[config.mk]
export PLATFORM = sky130hd
export DESIGN_NAME = data_split_seq
export DESIGN_NICKNAME = d
export VERILOG_FILES = /design/src/rtl/data_split_seq.sv
export SDC_FILE = /design/constraint.sdc
export NUM_CORES = 1
export LEC_CHECK = 0
export CAP_MARGIN = 20
export CORE_MARGIN = 8
export CORE_UTILIZATION = 50
export DETAILED_ROUTE_END_ITERATION = 10
export DONT_BUFFER_PORTS = 1
export PLACE_DENSITY = 0.79
export SKIP_CTS_REPAIR_TIMING = 1
export SYNTH_ARGS = -nofsm -noshare
export SYNTH_HDL_FRONTEND = slang
export SYNTH_SLANG_ARGS = --single-unit
export TNS_END_PERCENT = 1
[constraint.sdc]
create_clock -name Clk -period 1.8 [get_ports Clk]
set_clock_uncertainty 0.1 [all_clocks]
set_input_delay 0.54 -clock Clk [delete_from_list [all_inputs] [get_ports Clk]]
set_output_delay 0.54 -clock Clk [all_outputs]
set_load 0.005 [all_outputs]
[src/rtl/data_split_seq.sv]
// data_split_seq
//   Accepts one NWORDS*WORD_W record through a valid/ready handshake and emits
//   its fields one per clock on a single WORD_W output stream, also valid/ready.
//   Supports back-pressure, zero-bubble back-to-back records and a synchronous
//   abort that discards the record being emitted.
//
// Ports
//   Clk        in   single rising-edge clock
//   ResetB     in   asynchronous active-low reset
//   Data       in   input record, word k = Data[k*WORD_W +: WORD_W]
//   DataValid  in   Data is valid
//   DataReady  out  record accepted this cycle (combinational from WordReady)
//   Abort      in   synchronous, discards the current record
//   Word       out  current output word (registered)
//   WordValid  out  Word is valid
//   WordReady  in   downstream accepts Word
//   WordIndex  out  emission position of Word, 0..NWORDS-1
//   LastWord   out  Word is the final word of its record
//
// Build option
//   DATA_SPLIT_MSB_FIRST_EN  defined: emit word NWORDS-1 first; undefined: word 0 first.
//   WordIndex always counts in emission order.

module data_split_seq #(
    parameter int unsigned WORD_W = 12,
    parameter int unsigned NWORDS = 3,
    parameter int unsigned IDX_W  = 4
) (
    input  logic                     Clk,
    input  logic                     ResetB,
    input  logic [NWORDS*WORD_W-1:0] Data,
    input  logic                     DataValid,
    output logic                     DataReady,
    input  logic                     Abort,
    output logic [WORD_W-1:0]        Word,
    output logic                     WordValid,
    input  logic                     WordReady,
    output logic [IDX_W-1:0]         WordIndex,
    output logic                     LastWord
);

    localparam int unsigned REC_W = NWORDS * WORD_W;
    localparam logic [IDX_W-1:0] LastIdx = IDX_W'(NWORDS - 1);

    typedef enum logic {StIdle, StEmit} state_e;

    state_e              state_q, state_d;
    logic [IDX_W-1:0]    idx_q, idx_d;
    logic [REC_W-1:0]    hold_q, hold_d;
    logic [WORD_W-1:0]   word_q, word_d;
    logic                last_q, last_d;
    // Keeps DataReady low until the first edge after reset release.
    logic                rdy_en_q;

    logic                busy;
    logic                in_xfer;
    logic                out_xfer;

    // Field of rec emitted at position pos, honouring the emission order.
    function automatic logic [WORD_W-1:0] field(input logic [REC_W-1:0] rec,
                                                input logic [IDX_W-1:0] pos);
        logic [IDX_W-1:0]  sel;
        logic [WORD_W-1:0] f;
`ifdef DATA_SPLIT_MSB_FIRST_EN
        sel = LastIdx - pos;
`else
        sel = pos;
`endif
        f = '0;
        for (int k = 0; k < int'(NWORDS); k++) begin
            if (sel == IDX_W'(k)) begin
                f = rec[k*WORD_W +: WORD_W];
            end
        end
        return f;
    endfunction

    // State register
    always_ff @(posedge Clk or negedge ResetB) begin
        if (!ResetB) begin
            state_q <= StIdle;
        end else begin
            state_q <= state_d;
        end
    end

    // Datapath registers
    always_ff @(posedge Clk or negedge ResetB) begin
        if (!ResetB) begin
            idx_q    <= '0;
            hold_q   <= '0;
            word_q   <= '0;
            last_q   <= 1'b0;
            rdy_en_q <= 1'b0;
        end else begin
            idx_q    <= idx_d;
            hold_q   <= hold_d;
            word_q   <= word_d;
            last_q   <= last_d;
            rdy_en_q <= 1'b1;
        end
    end

    // Next-state and datapath next values
    always_comb begin
        state_d = state_q;
        idx_d   = idx_q;
        hold_d  = hold_q;
        word_d  = word_q;

        if (Abort) begin
            state_d = StIdle;
            idx_d   = '0;
        end else if (in_xfer) begin
            // Covers both an idle load and a load overlapping the last word.
            state_d = StEmit;
            hold_d  = Data;
            idx_d   = '0;
            word_d  = field(Data, '0);
        end else if (out_xfer) begin
            if (last_q) begin
                state_d = StIdle;
            end else begin
                idx_d  = idx_q + 1'b1;
                word_d = field(hold_q, idx_q + 1'b1);
            end
        end

        last_d = (state_d == StEmit) && (idx_d == LastIdx);
    end

    // Outputs
    always_comb begin
        busy      = (state_q == StEmit);
        WordValid = busy;
        Word      = word_q;
        WordIndex = idx_q;
        LastWord  = last_q;
        out_xfer  = busy & WordReady;
        DataReady = rdy_en_q & ~Abort & (~busy | (out_xfer & last_q));
        in_xfer   = DataValid & DataReady;
    end

endmodule

==> flow_summary_export.csv <==
group,metric,value,unit
logic_synthesis,syn_nets,337,
logic_synthesis,synth_area_leaders,"dfrtp_1, nand2_1, a221oi_1",
logic_synthesis,ys_ff_latch,55,
critical_path,endpoint_kind,"output port",
logic_synthesis,synth_edf_count,0,
pwr,peakVddDrop,425,uV
timing,maxSlewViolCount,0,
die,fp.dieH,89.8,um
die,std_cell_rows,27,
logic_synthesis,synth_most_common_cell,"nand2_1",
timing,fmax,524,MHz
cts,cts_root_buf,"clkbuf_8",
status,outcome,"complete, but fails checks",
cts,clk_path_buf_depth,2,
timing,hold_violations,55,
critical_path,startpoint_type,"flop",
logic_synthesis,synth_warnings,0,
hold_path,hold_class,"in -> async",
final_layout,syn_to_final_growth,16.1,%
grt,antenna_found_initial,0,
final_layout,drive_gt1_share,19.7,%
timing,finalCriticalPeriod,1.91,ns
cts,cts_inserted_buffers,5,
die,die_w,89.8,um
pwr,p_leak,1.44,nW
logic_synthesis,postSynth.asyncResetShare,100,%
placed_design,gp_congestion,0.833,
logic_synthesis,netlist_area,2720,um^2
placed_design,postPlaceCellArea,2980,um^2
cts,clk_latency,0.32,ns
critical_path,worst-path-max-fanout,6,
cts,cts_tree,"done",
placed_design,port_buffers,0,
timing,setup_slack,-0.110,ns
drt,viasPerCell,5.86,
grt,grt_pass1_vias,2287,
critical_path,critical_path_class,"reg -> out",
logic_synthesis,yosysSeqAreaShare,50.5,%
final_layout,diodes,0,
pwr,p_per_area,845,nW/um^2
die,start_util,50.7,%
timing,setup_viol,13,
final_layout,fillers,457,
cts,htreeDepth,2,
timing,timing.setup.tns,-0.977,ns
drt,ant_nets,0,
critical_path,cp.arrival,1.27,ns
die,boundaryPins,60,
logic_synthesis,synth_commonest_cells,"nand2_1, dfrtp_1, nor3b_1",
final_layout,nets,350,
timing,whs,-0.196,ns
grt,grt_max_degree,56,
status,violations,"negative hold slack, negative setup slack",
die,die-area,8070,um^2
logic_synthesis,synth_top_area_share,50.5,%
drt,drt_pre_antenna_iters,4,
cts,cts.sinks,55,
grt,grt_use_total,18.3,%
drt,via_count,2211,
flow_run,max_cap_viol_count,0,
cts,clk_pin_slew,0.10,ns
placed_design,dp_hpwl,5080,um
logic_synthesis,syn_avg_cell_area,9.30,um^2
drt,wirelength,7310,um
drt,drt-initial-drc-count,228,
drt,wl_per_cell,19.4,um
timing,finalCritPeriodShare,106,%
die,core_area,5370,um^2
logic_synthesis,syn-instance-count,293,
logic_synthesis,ys.flop_type,"dfrtp_1",
timing,grt_setup_unrepaired,"yes",
grt,grt_pass1_wl,11900,um
logic_synthesis,yosys.area.top_type,"dfrtp_1",
grt,overflow,0,
drt,drc,0,
critical_path,worstPathRequired,1.16,ns
final_layout,fin_area,3160,um^2
logic_synthesis,synth_cell_types,36,
placed_design,pre_cts_slack,-0.415,ns
[cells by family after synthesis]
group	synth area share, %
simple gates	27.5
flops	50.5
compound gates	14.3
buf+inv	4.91
xor+xnor	1.29
fa+ha+maj	1.38
other cells	0.138
[state kept, by name, indices dropped and copies added, names as in the netlist]
register   flops
Word          12
LastWord       1
hold_q        36
rdy_en_q       1
WordIndex      4
WordValid      1
[stage by stage]
stage                     instances  util [%]  total power, mW
final                           377      58.9             2.67
after detailed placement        370      55.5             2.03
after floorplan                 293         -             1.88
after CTS                       376      56.9             2.69
after global routing            377      58.9             2.83
after global placement          370      55.5             2.00
[cell usage in the layout (no fill, tap or decap), types with 3 or more instances in the layout]
cell,count
nand2_1,111
nor3b_2,3
clkbuf_8,5
nand3b_1,3
buf_12,4
xor2_1,3
nor3_1,4
dfrtp_1,52
a22oi_1,12
nor4b_1,5
a221oi_1,12
nor2_1,3
buf_4,23
nor3b_1,9
o31ai_1,12
dfrtp_2,3
nor4b_2,7
[report_power, final]
part | total [mW] | switching [mW] | internal [mW]
Combinational | 0.393 | 0.193 | 0.200
Clock | 0.658 | 0.398 | 0.260
Sequential | 1.62 | 0.170 | 1.45
Total | 2.67 | 0.762 | 1.91
[worst max-delay path: stages, from the launching register on]
cell and delay (ns):
dfrtp_2 0.46, a21boi_4 0.16, buf_4 0.15, nor3b_4 0.18
[worst paths after layout]
path,slack (ns),startpoint,cells after the start,end
worst max-delay path,-0.11,WordValid,3,DataReady
worst min-delay path,-0.20,ResetB,0,hold_q[28]
worst max register to register,-0.11,WordIndex[0],6,Word[9]
worst min register to register,0.39,hold_q[7],2,hold_q[7]
max in group asynchronous,1.67,ResetB,0,WordIndex[0]
min in group Clk,0.17,Abort,1,WordValid
[layer usage]
layer  part of all wire (%)  global-route usage (%)
met1                     39                    21.8
met2                     48                    28.5
met5                      0                       0
met4                    1.8                    6.06
met3                     11                    8.48
[final cells by class]
type / instances / area [um^2] / area share (%)
inverters: 4 / 15.0 / 0.475
well taps: 72 / 90.1 / 2.85
clock inverters: 1 / 7.51 / 0.237
multi-input cells: 211 / 1330 / 41.9
flip-flops and latches: 55 / 1380 / 43.6
clock buffers: 5 / 68.8 / 2.18
repair buffers: 29 / 275 / 8.70
Power figures use the tool's default switching activity.
